`src/rtl/cpu_pkg.sv`:
```
// Shared CPU definitions: opcode field placement, reset fetch address and
// the fetch-stage state encoding. The decoder takes its opcode constants from here too.
package cpu_pkg;

   localparam int          OPCODE_W   = 5;
   localparam int          OPCODE_MSB = 15;
   localparam int          OPCODE_LSB = 11;
   localparam logic [15:0] RESET_PC   = 16'h0000;

   typedef enum logic [1:0] {
      S_IDLE = 2'd0,
      S_REQ  = 2'd1,
      S_WAIT = 2'd2,
      S_HOLD = 2'd3
   } fetch_state_e;

endpackage

```
`src/rtl/if_id_skid.sv`:
```
// Pipeline register with one skid entry. A word that arrives while the output is
// stalled is parked in the skid. It moves to the output once the consumer takes the current word.
module if_id_skid #(
   parameter int DATA_W = 48
) (
   input  logic              clk,
   input  logic              rst_n,
   input  logic              flush_i,
   input  logic              in_valid_i,
   output logic              in_ready_o,
   input  logic [DATA_W-1:0] in_data_i,
   output logic              out_valid_o,
   input  logic              out_ready_i,
   output logic [DATA_W-1:0] out_data_o
);

   logic              out_valid_q, out_valid_d;
   logic              skid_valid_q, skid_valid_d;
   logic [DATA_W-1:0] out_data_q, out_data_d;
   logic [DATA_W-1:0] skid_data_q, skid_data_d;
   logic              out_free;

   assign out_free    = !out_valid_q || out_ready_i;
   assign in_ready_o  = !skid_valid_q;
   assign out_valid_o = out_valid_q;
   assign out_data_o  = out_data_q;

   always_comb begin
      out_valid_d  = out_valid_q;
      out_data_d   = out_data_q;
      skid_valid_d = skid_valid_q;
      skid_data_d  = skid_data_q;
      if (out_free) begin
         if (skid_valid_q) begin
            out_valid_d  = 1'b1;
            out_data_d   = skid_data_q;
            skid_valid_d = 1'b0;
         end else if (in_valid_i) begin
            out_valid_d = 1'b1;
            out_data_d  = in_data_i;
         end else begin
            out_valid_d = 1'b0;
         end
      end else if (in_valid_i && !skid_valid_q) begin
         skid_valid_d = 1'b1;
         skid_data_d  = in_data_i;
      end
      // A flush drops both entries; the data fields keep their last contents.
      if (flush_i) begin
         out_valid_d  = 1'b0;
         skid_valid_d = 1'b0;
      end
   end

   always_ff @(posedge clk or negedge rst_n) begin
      if (!rst_n) begin
         out_valid_q  <= 1'b0;
         skid_valid_q <= 1'b0;
         out_data_q   <= '0;
      end else begin
         out_valid_q  <= out_valid_d;
         skid_valid_q <= skid_valid_d;
         out_data_q   <= out_data_d;
      end
   end

   always_ff @(posedge clk) begin
      skid_data_q <= skid_data_d;
   end

endmodule

```
`src/rtl/instr_fetch_unit.sv`:
```
// Fetch stage: holds the PC and keeps one instruction-memory request in flight.
// Each returned instruction goes to decode through the IF/ID skid register, together with its PC and PC+1.
module instr_fetch_unit
   import cpu_pkg::*;
#(
   parameter int              PC_W     = 16,
   parameter int              INSTR_W  = 16,
   parameter logic [PC_W-1:0] RESET_PC = PC_W'(cpu_pkg::RESET_PC)
) (
   input  logic                clk,
   input  logic                rst_n,
   output logic                imem_req,
   output logic [PC_W-1:0]     imem_addr,
   input  logic                imem_gnt,
   input  logic                imem_rvalid,
   input  logic [INSTR_W-1:0]  imem_rdata,
   input  logic                redirect_valid,
   input  logic [PC_W-1:0]     redirect_pc,
   input  logic                id_ready,
   output logic                if_id_valid,
   output logic [INSTR_W-1:0]  if_id_instr,
   output logic [OPCODE_W-1:0] if_id_opcode,
   output logic [PC_W-1:0]     if_id_pc,
   output logic [PC_W-1:0]     if_id_pc_plus1
);

   localparam int PKT_W = INSTR_W + 2 * PC_W;

   fetch_state_e     state_q, state_d;
   logic [PC_W-1:0]  pc_q, pc_d;
   logic [PC_W-1:0]  fetch_pc_q, fetch_pc_d;
   logic [PC_W-1:0]  fetch_pc_inc;
   logic             drop_q, drop_d;
   logic             push, flush, slot_free, skid_in_ready;
   logic [PKT_W-1:0] push_data, out_data;

   assign fetch_pc_inc = fetch_pc_q + PC_W'(1);
   assign slot_free    = !if_id_valid || id_ready;
   assign push_data    = {imem_rdata, fetch_pc_q, fetch_pc_inc};
   assign imem_req     = (state_q == S_REQ);
   assign imem_addr    = pc_q;

   always_comb begin
      state_d    = state_q;
      pc_d       = pc_q;
      fetch_pc_d = fetch_pc_q;
      drop_d     = drop_q;
      push       = 1'b0;
      flush      = 1'b0;
      case (state_q)
         S_IDLE: state_d = S_REQ;
         S_REQ: begin
            if (imem_gnt) begin
               state_d    = S_WAIT;
               fetch_pc_d = pc_q;
            end
         end
         S_WAIT: begin
            if (imem_rvalid) begin
               if (drop_q) begin
                  drop_d  = 1'b0;
                  state_d = S_REQ;
               end else if (skid_in_ready) begin
                  push    = 1'b1;
                  pc_d    = fetch_pc_inc;
                  state_d = slot_free ? S_REQ : S_HOLD;
               end
            end
         end
         S_HOLD: begin
            if (id_ready) state_d = S_REQ;
         end
         default: state_d = S_IDLE;
      endcase
      // Redirect overrides everything; a grant or response already under way is marked stale.
      if (redirect_valid) begin
         pc_d  = redirect_pc;
         flush = 1'b1;
         push  = 1'b0;
         case (state_q)
            S_REQ: begin
               if (imem_gnt) begin
                  state_d = S_WAIT;
                  drop_d  = 1'b1;
               end else begin
                  state_d = S_REQ;
               end
            end
            S_WAIT: begin
               if (imem_rvalid) begin
                  state_d = S_REQ;
                  drop_d  = 1'b0;
               end else begin
                  state_d = S_WAIT;
                  drop_d  = 1'b1;
               end
            end
            default: begin
               state_d = S_REQ;
               drop_d  = 1'b0;
            end
         endcase
      end
   end

   always_ff @(posedge clk or negedge rst_n) begin
      if (!rst_n) begin
         state_q <= S_IDLE;
         pc_q    <= RESET_PC;
         drop_q  <= 1'b0;
      end else begin
         state_q <= state_d;
         pc_q    <= pc_d;
         drop_q  <= drop_d;
      end
   end

   always_ff @(posedge clk) begin
      fetch_pc_q <= fetch_pc_d;
   end

   if_id_skid #(
      .DATA_W (PKT_W)
   ) u_if_id (
      .clk         (clk),
      .rst_n       (rst_n),
      .flush_i     (flush),
      .in_valid_i  (push),
      .in_ready_o  (skid_in_ready),
      .in_data_i   (push_data),
      .out_valid_o (if_id_valid),
      .out_ready_i (id_ready),
      .out_data_o  (out_data)
   );

   assign if_id_instr    = out_data[PKT_W-1 -: INSTR_W];
   assign if_id_pc       = out_data[2*PC_W-1 -: PC_W];
   assign if_id_pc_plus1 = out_data[PC_W-1:0];
   assign if_id_opcode   = if_id_instr[INSTR_W-1 -: OPCODE_W];

endmodule

```
`config.mk`:
```
export PLATFORM = sky130hd
export DESIGN_NAME = instr_fetch_unit
export DESIGN_NICKNAME = d
export VERILOG_FILES = /design/src/rtl/cpu_pkg.sv /design/src/rtl/if_id_skid.sv /design/src/rtl/instr_fetch_unit.sv
export SDC_FILE = /design/constraint.sdc
export NUM_CORES = 1
export LEC_CHECK = 0
export ABC_CLOCK_PERIOD_IN_PS = 8200
export CAP_MARGIN = 0
export CORE_MARGIN = 3
export CORE_UTILIZATION = 40
export CTS_CLUSTER_SIZE = 40
export DETAILED_ROUTE_END_ITERATION = 10
export PLACE_DENSITY = 0.62
export SYNTH_ARGS = -nofsm -noshare
export SYNTH_HDL_FRONTEND = slang
export SYNTH_HIERARCHICAL = 1
export SYNTH_SLANG_ARGS = --single-unit
export TNS_END_PERCENT = 100
```
`constraint.sdc`:
```
create_clock -name clk -period 8.2 [get_ports clk]
set_input_delay 0.82 -clock clk [delete_from_list [all_inputs] [get_ports clk]]
set_output_delay 0.82 -clock clk [all_outputs]
set_load 0.02 [all_outputs]
```
# After elaboration in Yosys (flattened, before gate mapping)
# Index checks and enable logic that the tools add are counted.
# classes
n_mux	37
reduce_logical	15
bitwise	1
eq_ne	9
add_sub_neg	1
# ops
operator	count
two-way mux 48 bit	2
two-way mux 16 bit	5
two-way mux 1 bit	18
two-way mux 2 bit	9
adder 16 x 1 -> 16 bit (second input constant)	1
case mux 2 bit (4 select lines)	1
AND reduction 4 bit	2
nonzero test 2 bit	4
!= test 3 bit (second input constant)	2
AND reduction 2 bit	3
== test 2 bit (second input constant)	2
!= test 2 bit (second input constant)	2
!= test 4 bit (second input constant)	1
case mux 2 bit (2 select lines)	1
!= test 3 x 1 -> 1 bit (second input constant)	1
nonzero test 3 bit	1
== test 2 x 1 -> 1 bit (second input constant)	1
zero test 1 bit	2
zero test 2 bit	1
case mux 1 bit (2 select lines)	1
logical AND 1 bit	1
logical OR 1 bit	1
inverter 1 bit	1
# word_totals
in_bits	38
regBits	133
output_inout_bits	71

# Logic depth before layout (Yosys ltp)
# Gate-level depths: netlist of the first run.
# depth
ltp_word	9
ltp_mapped	10
depth_no_buf	6

# By module
# The synthesis of the first run kept the hierarchy.
# modules_own_cells
mod	area_per_inst_um2	cells_per_inst	instances	seq_area_each_um2
if_id_skid	3967.6	212	1	2692.6
instr_fetch_unit	2010.7	186	1	955.9

# Least setup slack after synthesis of the first run
# No wires, ideal clock.
# synth_timing
path_kind	input-to-reg
startpoint	input imem_rvalid
endpoint	register u_if_id.skid_data_q[0] (enable)
arrival_ns	4.932
setup_ns	0.523
stages	4
path_slack_ns	2.745
n_path_buf	1
cell_sequence	nand4b_1 buf_2 nor2_1 nor3b_1
# synth_between
elab_chain_cells	5
# synth_lines
element	line_no	rtl
start, declared	instr_fetch_unit.sv:15	input logic imem_rvalid,
two-way mux 1 bit	instr_fetch_unit.sv:59	if (imem_rvalid) begin
two-way mux 1 bit	instr_fetch_unit.sv:50	case (state_q)
two-way mux 1 bit	instr_fetch_unit.sv:76	if (redirect_valid) begin
net push	instr_fetch_unit.sv:34	logic push, flush, slot_free, skid_in_ready;
logical AND 1 bit	if_id_skid.sv:44	end else if (in_valid_i && !skid_valid_q) begin
AND reduction 2 bit (no line)	-	
end signal, assigned	if_id_skid.sv:68	skid_data_q <= skid_data_d;
end, declared	if_id_skid.sv:20	logic [DATA_W-1:0] skid_data_q, skid_data_d;
# The timed path passes the listed nets, and every way through them passes these cells.
# A chain may end at the register's enable or synchronous reset.

# Worst setup path after layout of the first run
# layout_timing
startpoint	input imem_rvalid
endpoint	register u_if_id.skid_data_q[12] (enable)
# Same word-level chain as after synthesis.

==> impl_metrics.csv, run 1 <==
group,metric,value,unit
status,status,"finished clean",
setup_path,cp_max_fo,35,
setup_path,ff2ff_setup_slack,4.19,ns
sta,tightest_slew,1.145,ns
synth,synth_edf_count,64,
synth,netlist_instances,398,
cts,holdBufCountCts,0,
place,dpl.hpwl,8.191,mm
setup_path,crit_path_start_kind,"input pin",
detailed_routing,vias,3616,
setup_path,crit_cells,5,
run,drv_cap,0,
sta,maxSlewViolCount,0,
setup_path,max_stage_delay,1.00,ns
detailed_routing,drt-initial-drc-count,203,
synth,ys_types,45,
pwr,irDropWorstVdd,0.1910,mV
floorplanning,start_util,40.98,%
cells_and_area,nets,547,
global_route,antenna_found_initial,0,
cts,cts_tree,"yes",
sta,finalCriticalPeriod,4.195,ns
sta,setup_viol,0,
sta,rsz0062_at_grt,"false",
sta,max_freq,238.4,MHz
synth,async_flop_share,51.88,%
synth,ys_seq_area_share,61.03,%
pwr,leakage,2.976,nW
synth,syn_nets,441,
cts,path_clk_slew,0.06,ns
sta,finClkSkew,0.01114,ns
global_route,grt_pass1_wl,20.36,mm
cells_and_area,fin_util,53.10,%
floorplanning,die_w,128.3,um
global_route,grt_max_degree,70,
setup_path,crit_end,"u_if_id/skid_data_q[12]",
detailed_routing,totalWireLength,12.70,mm
setup_path,critPathSlowestCell,"nor3b_2",
setup_path,path_buf_inv,2,
place,gp_congestion,0.8086,
global_route,grt-ovfl-total,0,
setup_path,path_delay_family,"simple AND/OR/NAND/NOR gates",
global_route,grt_pass1_vias,3729,
setup_path,critical_path_class,"in -> reg",
pwr,power_density,328.4,nW/um^2
detailed_routing,wl_per_cell,18.11,um
global_route,grt_use_total,16.05,%
floorplanning,num_rows,44,
synth,syn_area_per_cell,15.02,um^2
cells_and_area,drive_gt1_share,28.43,%
floorplanning,coreArea,14590,um^2
floorplanning,pin_count,109,
setup_path,reg2regPathDepth,6,
hold_path,hold_path_class,"reg -> reg",
place,port_buffers,108,
cts,cts_resized,0,
sta,fin_hold_ws,0.4769,ns
cts,cts_root_buffer,"clkbuf_16",
cts,clockBufferDepth,2,
cts,insertion_delay,0.41,ns
sta,tns,0,ns
cts,post_cts_buffers,0,
detailed_routing,viasPerCell,5.158,
setup_path,r2r-end,"u_if_id/skid_data_q[12]",
cells_and_area,syn_to_final_growth,29.59,%
detailed_routing,drt_pass1_iterations,4,
floorplanning,die_area,16450,um^2
setup_path,crit_chain,"clkdlybuf4s50_1 > nand4b_1 > nor2_1 > nor3b_2 > buf_4",
synth,synth-seq-cells,133,
synth,synth_flop_cell,"dfrtp_1",
floorplanning,die_h,128.3,um
sta,relSlewSlack,23.31,%
setup_path,arrival,4.24,ns
synth,ys_warn_count,6,
cts,cts_buffers,17,
setup_path,crit_path_start,"imem_rvalid",
cells_and_area,antenna_cells,0,
detailed_routing,drc,0,
sta,hold_viol,0,
setup_path,critPathRequiredTime,8.25,ns
cts,cts_sinks,133,
sta,period_share,51.16,%
synth,syn_area,5978,um^2
detailed_routing,ant_nets,0,
setup_path,end_kind,"register",
cts,htreeDepth,4,
pwr,power,0.002545,W
setup_path,r2r_start,"state_q[0]",
## layout make-up
| type | instances | area (um^2) |
|---|---|---|
| clock inverter | 11 | 135.1 |
| sequential | 133 | 3650 |
| tap | 184 | 230.2 |
| inverter | 8 | 30.03 |
| clock buffer | 21 | 450.4 |
| fill | 1199 | 6842 |
| timing repair buffer | 112 | 1109 |
| multi-input combinational | 232 | 2143 |
## placed cells by master (no fill, tap or decap), types with 8 or more instances in the layout
master and instances:
clkdlybuf4s50_1 107, mux2_2 76, dfrtp_1 68, edfxtp_1 64
nand2_1 21, mux2_4 20, clkbuf_16 17, nor2_1 10
nor3_1 9, inv_1 8, and3_1 8
## synthesized netlist by cell type, types with 5 or more instances
| cell | count | area (um^2) |
|---|---|---|
| xor2_1 | 7 | 61.31 |
| nand3_1 | 6 | 30.03 |
| nor2_1 | 10 | 37.54 |
| o21ai_1 | 5 | 25.02 |
| inv_1 | 8 | 30.03 |
| buf_6 | 5 | 56.30 |
| a21oi_1 | 7 | 35.03 |
| dfrtp_1 | 69 | 1727 |
| buf_4 | 5 | 37.54 |
| buf_2 | 10 | 50.05 |
| mux2_4 | 20 | 300.3 |
| nor3_1 | 9 | 45.04 |
| clkbuf_1 | 5 | 18.77 |
| o31ai_1 | 5 | 37.54 |
| mux2_2 | 76 | 855.8 |
| edfxtp_1 | 64 | 1922 |
| nand2_1 | 21 | 78.83 |
| nor4_2 | 6 | 75.07 |
| mux2i_1 | 5 | 50.05 |
| and3_1 | 8 | 50.05 |
| ha_1 | 5 | 62.56 |
## sequential cells by signal (all words and copies together) (netlist names)
register and count:
imem_addr 16, u_if_id/out_valid_o 1, drop_q 1, u_if_id/skid_valid_q 1
fetch_pc_q 16, state_q 2, u_if_id/out_data_o 48, u_if_id/skid_data_q 48
## power by group
group          switching (W)  internal (W)
clock               0.000269      0.000482
sequential          0.000115      0.000867
combinational       0.000376      0.000436
## stage by stage
step / setup WS [ns] / cell area (um^2) / std cells
6_report: 4.005 / 7747 / 701
5_1_grt: 3.764 / 7747 / 701
4_1_cts: 4.042 / 7747 / 701
3_5_place_dp: 3.639 / 7162 / 669
3_3_place_gp: 3.720 / 7162 / 669
2_1_floorplan: 2.745 / 5978 / 398
## logic make-up after synthesis
kind of cell	share of synthesized area (%)
multiplexers	20.36
XOR/XNOR	1.465
adder cells (fa/ha/maj)	1.046
AO/OA/AOI/OAI	3.663
AND/OR/NAND/NOR	9.209
buffers and inverters	3.223
flip-flops	61.03
## worst min-delay path by stage
stage,end,startpoint,cells after the start
floorplan,u_if_id/skid_data_q[31],fetch_pc_q[15],0
global placement,fetch_pc_q[3],imem_addr[3],0
detailed placement,fetch_pc_q[15],imem_addr[15],0
CTS,fetch_pc_q[3],imem_addr[3],0
global route,fetch_pc_q[3],imem_addr[3],0
finish,fetch_pc_q[3],imem_addr[3],0
## routing by layer
layer / routed length, um / vias to the layer above / track usage (%) / share of wire, %
met5: 0 / - / 0 / 0
met4: 137 / 0 / 4.744 / 1.1
met3: 540 / 8 / 4.417 / 4.3
met2: 6383 / 79 / 25.77 / 50
met1: 5635 / 1834 / 21.33 / 44
li1: - / 1695 / - / -
Power figures use the tool's default switching activity.
==> run 2: changes to the inputs <==
--- a/config.mk
+++ b/config.mk
@@ -5,13 +5,13 @@
 export SDC_FILE = /design/constraint.sdc
 export NUM_CORES = 1
 export LEC_CHECK = 0
-export ABC_CLOCK_PERIOD_IN_PS = 8200
+export ABC_CLOCK_PERIOD_IN_PS = 3650
 export CAP_MARGIN = 0
 export CORE_MARGIN = 3
 export CORE_UTILIZATION = 40
 export CTS_CLUSTER_SIZE = 40
 export DETAILED_ROUTE_END_ITERATION = 10
-export PLACE_DENSITY = 0.62
+export PLACE_DENSITY = 0.64
 export SYNTH_ARGS = -nofsm -noshare
 export SYNTH_HDL_FRONTEND = slang
 export SYNTH_HIERARCHICAL = 1
==> constraint.sdc (replaced) <==
create_clock -name clk -period 3.65 [get_ports clk]
set_input_delay 0.365 -clock clk [delete_from_list [all_inputs] [get_ports clk]]
set_output_delay 0.365 -clock clk [all_outputs]
set_load 0.02 [all_outputs]
==> run 2 against run 1 <==
Critical path depth did not move. First-iteration DRC count down 15%. Clock power grew 110%. Non-clock buffer count up 1. Global-route usage is 0.58 points higher. Register-to-register slack got worse by 3.1 ns.
==> impl_metrics.csv, run 2 (same netlist as run 1, synthesis figures left out) <==
group,metric,value,unit
status,status,"finished clean",
setup_path,crit_path_start_kind,"register",
cells_and_area,antenna_cells,0,
sta,finalCriticalPeriod,2.539,ns
run,drv_cap,0,
sta,period_share,69.55,%
cells_and_area,syn_to_final_growth,29.28,%
sta,fin_ws,1.111,ns
cts,cts_buffers,17,
detailed_routing,top_layer,"met4",
setup_path,end_kind,"register",
global_route,grt_pass1_vias,3923,
floorplanning,num_rows,44,
cts,post_cts_buffers,0,
sta,relSlewSlack,37.77,%
sta,hold_viol,0,
detailed_routing,vias,3619,
detailed_routing,dr_wl_met3,620,um
sta,max_freq,393.9,MHz
place,port_buffers,108,
global_route,grt_max_degree,70,
floorplanning,pin_count,109,
sta,maxSlewViolCount,0,
sta,setup_viol,0,
detailed_routing,drt-initial-drc-count,173,
detailed_routing,totalWireLength,12.83,mm
pwr,irDropWorstVdd,0.3860,mV
floorplanning,die_h,128.3,um
detailed_routing,drt_pass1_iterations,4,
cells_and_area,final_common_cell,"clkdlybuf4s50_1",
cts,path_clk_slew,0.05,ns
floorplanning,start_util,40.98,%
cts,cts_sinks,133,
detailed_routing,drc,0,
setup_path,arrival,2.58,ns
global_route,grt_pass1_wl,21.05,mm
global_route,grt_use_total,16.63,%
pwr,leakage,2.968,nW
cts,insertion_delay,0.41,ns
global_route,antenna_found_initial,0,
floorplanning,die_w,128.3,um
pwr,power_density,725.8,nW/um^2
place,dpl.hpwl,8.181,mm
detailed_routing,ant_nets,0,
sta,rsz0062_at_grt,"false",
place,post-place-ws,1.070,ns
cts,cts_root_buffer,"clkbuf_16",
cts,cts_tree,"yes",
setup_path,critPathRequiredTime,3.69,ns
detailed_routing,wl_per_cell,18.31,um
detailed_routing,wl_met2,6.261,mm
sta,tns,0,ns
setup_path,critical_path_class,"reg -> reg",
sta,tightest_slew,0.9334,ns
place,gp_congestion,0.8396,
global_route,grt-ovfl-total,0,
cts,htreeDepth,4,
cells_and_area,multi_input_area,2150,um^2
sta,finClkSkew,0.007855,ns
detailed_routing,viasPerCell,5.163,
detailed_routing,routedLengthMet1,5.768,mm
cells_and_area,final-seq-area,3650,um^2
cells_and_area,nets,548,
cells_and_area,layout_common_cells,"clkdlybuf4s50_1, mux2_2, dfrtp_1",
cts,cts_resized,0,
floorplanning,coreArea,14590,um^2
cts,holdBufCountCts,0,
setup_path,cp_max_fo,48,
cts,clockBufferDepth,2,
hold_path,hold_path_class,"in -> async",
setup_path,ff2ff_setup_slack,1.11,ns
floorplanning,die_area,16450,um^2
cells_and_area,nFillCells,1213,
cells_and_area,drive_gt1_share,28.05,%
pwr,power,0.005609,W
-- run 2: changes by cell type in the layout (fill, tap and decap cells not counted) --
cell | before | now
buf_12 | 0 | 1
bufinv_16 | 3 | 1
clkbuf_1 | 3 | 5
clkbuf_8 | 1 | 3
clkinv_2 | 6 | 5
clkinvlp_4 | 2 | 0
nor3b_2 | 1 | 0
nor3b_4 | 0 | 1
-- run 2: per-layer routing --
| metal | GRT usage [%] | vias up |
|---|---|---|
| met5 | 0 | - |
| met4 | 6.804 | 0 |
| met3 | 4.042 | 16 |
| met2 | 25.87 | 95 |
| met1 | 22.37 | 1812 |
| li1 | - | 1696 |
-- run 2: path summary, 6_finish.rpt --
kind	to	depth (start not counted)	from
setup / recovery	u_if_id/skid_data_q[17]	5	u_if_id/skid_valid_q
hold / removal	u_if_id/out_data_o[39]	1	rst_n
setup reg to reg	u_if_id/skid_data_q[17]	5	u_if_id/skid_valid_q
hold reg to reg	fetch_pc_q[4]	0	imem_addr[4]
max in group asynchronous	u_if_id/skid_valid_q	1	rst_n
min in group clk	fetch_pc_q[4]	0	imem_addr[4]
-- run 2: layout make-up --
type	instances	share of cell area [%]
clock buffers	25	6.281
repair buffers	113	14.60
flip-flops and latches	133	47.22
well taps	184	2.979
clock inverters	6	0.7123
multi-input cells	232	27.81
inverters	8	0.3885
-- run 2: where the power goes --
group          switching (W)  total (W)  internal [W]  leakage [nW]
registers           0.000260    0.00221       0.00195          1.45
logic               0.000854    0.00184      0.000983          1.25
clock network       0.000584    0.00156      0.000980         0.271
total                0.00170    0.00561       0.00391          2.97
-- run 2: worst max-delay path, stage by stage (launching register included) --
cell	delay, ns
dfrtp_2	0.64
inv_1	0.18
nand4b_1	0.13
nor2_1	0.35
nor3b_4	0.24
buf_4	0.57
-- run 2: metrics by stage --
step	cell area (um^2)	cells	util [%]	hold slack, ns
floorplan	5989	398	-	0.06941
global placement	7188	670	49.27	0.4585
detailed placement	7188	670	49.27	0.4534
CTS	7729	701	52.98	0.1286
global route	7729	701	52.98	0.1731
finish	7729	701	52.98	0.09455
==> run 3: changes to the inputs <==
--- a/config.mk
+++ b/config.mk
@@ -5,13 +5,13 @@
 export SDC_FILE = /design/constraint.sdc
 export NUM_CORES = 1
 export LEC_CHECK = 0
-export ABC_CLOCK_PERIOD_IN_PS = 3650
+export ABC_CLOCK_PERIOD_IN_PS = 2700
 export CAP_MARGIN = 0
 export CORE_MARGIN = 3
 export CORE_UTILIZATION = 40
 export CTS_CLUSTER_SIZE = 40
 export DETAILED_ROUTE_END_ITERATION = 10
-export PLACE_DENSITY = 0.64
+export PLACE_DENSITY = 0.62
 export SYNTH_ARGS = -nofsm -noshare
 export SYNTH_HDL_FRONTEND = slang
 export SYNTH_HIERARCHICAL = 1
==> constraint.sdc (replaced) <==
create_clock -name clk -period 2.7 [get_ports clk]
set_input_delay 0.27 -clock clk [delete_from_list [all_inputs] [get_ports clk]]
set_output_delay 0.27 -clock clk [all_outputs]
set_load 0.02 [all_outputs]
==> run 3 against run 2 <==
Setup slack worse by 0.63 ns. Fmax is 14% higher. Hold slack better by 0.31 ns. Combinational power is 36% higher. Sequential cell count stayed put. Die area stayed put. Wire length is 1.3% lower. Global-route usage is 0.28 points lower. Count of clock-buffer cells in the layout is 3 lower. Clock skew is 0.0056 ns higher. First-iteration DRC count is 3.5% higher. Largest cell class unchanged. Largest power group unchanged.
==> impl_metrics.csv, run 3 (same netlist as run 1, synthesis figures left out) <==
group,metric,value,unit
cts,insertion_delay,0.41,ns
cells_and_area,antenna_cells,0,
place,port_buffers,108,
cts,holdBufCountCts,1,
cells_and_area,syn_to_final_growth,31.16,%
global_route,grt_pass1_vias,3829,
detailed_routing,wl_per_cell,17.92,um
pwr,swShare,29.71,%
floorplanning,coreArea,14590,um^2
status,status,"finished clean",
global_route,grt_pass1_wl,20.66,mm
global_route,grt-ovfl-total,0,
global_route,antenna_found_initial,0,
setup_path,arrival,2.51,ns
place,gp_congestion,0.8276,
global_route,grt_use_total,16.35,%
cells_and_area,final_common_cell,"clkdlybuf4s50_1",
run,drv_cap,0,
sta,fin_hold_ws,0.4071,ns
floorplanning,start_util,40.98,%
cts,htreeDepth,4,
sta,relSlewSlack,56.38,%
sta,setup_viol,0,
cells_and_area,final-seq-area,3650,um^2
sta,max_freq,450.8,MHz
pwr,irDropWorstVdd,0.5166,mV
pwr,pwr-share-seq,38.3,%
sta,period_share,82.17,%
detailed_routing,drt_pass1_iterations,4,
global_route,grt_max_degree,46,
setup_path,end_kind,"register",
pwr,intPower,0.005488,W
floorplanning,die_h,128.3,um
place,dpl.hpwl,8.546,mm
cells_and_area,layout_common_cells,"clkdlybuf4s50_1, mux2_2, dfrtp_1",
sta,hold_viol,0,
cts,clockBufferDepth,2,
detailed_routing,drt-initial-drc-count,179,
floorplanning,die_w,128.3,um
setup_path,cp_max_fo,13,
cts,cts_resized,0,
floorplanning,num_rows,44,
cells_and_area,fin_util,53.75,%
cts,cts_tree,"yes",
detailed_routing,viasPerCell,5.160,
cells_and_area,nFillCells,1220,
detailed_routing,drc,0,
cells_and_area,drive_gt1_share,29.64,%
cells_and_area,multi_input_area,2160,um^2
pwr,clkPwrFrac,29.7,%
pwr,leakage,3.013,nW
floorplanning,pin_count,109,
sta,tightest_slew,0.6535,ns
cells_and_area,fin_area,7841,um^2
cts,cts_root_buffer,"clkbuf_16",
setup_path,critPathRequiredTime,2.99,ns
detailed_routing,ant_nets,0,
floorplanning,die_area,16450,um^2
detailed_routing,totalWireLength,12.67,mm
cts,cts_buffers,17,
sta,tns,0,ns
cts,cts_sinks,133,
place,place_area,7228,um^2
pwr,power_density,995.6,nW/um^2
sta,rsz0062_at_grt,"false",
cells_and_area,nets,553,
hold_path,hold_path_class,"in -> reg",
pwr,switching_power,0.002319,W
cts,path_clk_slew,0.06,ns
setup_path,crit_path_start_kind,"register",
sta,finClkSkew,0.01348,ns
cts,post_cts_buffers,0,
sta,finalCriticalPeriod,2.218,ns
pwr,pwr-share-comb,32.0,%
detailed_routing,vias,3648,
setup_path,critical_path_class,"reg -> reg",
sta,maxSlewViolCount,0,
==> run 3: metal layers <==
metal | vias up | track usage (%) | routed length (um)
met5 | - | 0 | 0
met4 | 0 | 5.493 | 188
met3 | 17 | 5.000 | 699
met2 | 120 | 23.48 | 5596
met1 | 1802 | 23.56 | 6188
li1 | 1709 | - | -
==> run 3: final timing paths <==
kind	slack, ns	startpoint	cells after the start	to
min in group asynchronous	0.42	rst_n	2	u_if_id/out_data_o[44]
worst max-delay path	0.48	fetch_pc_q[4]	5	u_if_id/out_data_o[13]
worst min-delay path	0.41	redirect_pc[2]	3	imem_addr[2]
worst max register to register	0.48	fetch_pc_q[4]	5	u_if_id/out_data_o[13]
max in group asynchronous	1.59	rst_n	3	u_if_id/out_data_o[31]
worst min register to register	0.48	imem_addr[13]	0	fetch_pc_q[13]
==> run 3: worst max-delay path, cell delays in order, from the launching register on <==
cell	delay, ns
edfxtp_1	0.48
nand3_2	0.36
nor4_2	0.54
xor2_1	0.15
mux2_2	0.29
mux2_2	0.27
==> run 3: power groups by stage <==
stage	clock network, W	logic [W]	registers [W]
2_1_floorplan	0	0.000985	0.00341
3_3_place_gp	0	0.00248	0.00301
3_5_place_dp	0	0.00251	0.00304
4_1_cts	0.00238	0.00252	0.00300
5_1_grt	0.00248	0.00266	0.00306
6_report	0.00232	0.00250	0.00299
==> run 3: final cells by class <==
type | count | area share [%]
Sequential cell | 133 | 46.55
Multi-Input combinational cell | 232 | 27.54
Timing Repair Buffer | 118 | 14.90
Clock buffer | 22 | 6.048
Tap cell | 184 | 2.936
Clock inverter | 10 | 1.644
Inverter | 8 | 0.3830
==> run 3: through the flow <==
step           cells  setup WS, ns  total power [W]
2_1_floorplan    398       -0.1383         0.004398
3_3_place_gp     674        0.5342         0.005488
3_5_place_dp     674        0.4846         0.005546
4_1_cts          707        0.4237         0.007908
5_1_grt          707        0.3026         0.008200
6_report         707        0.4815         0.007807
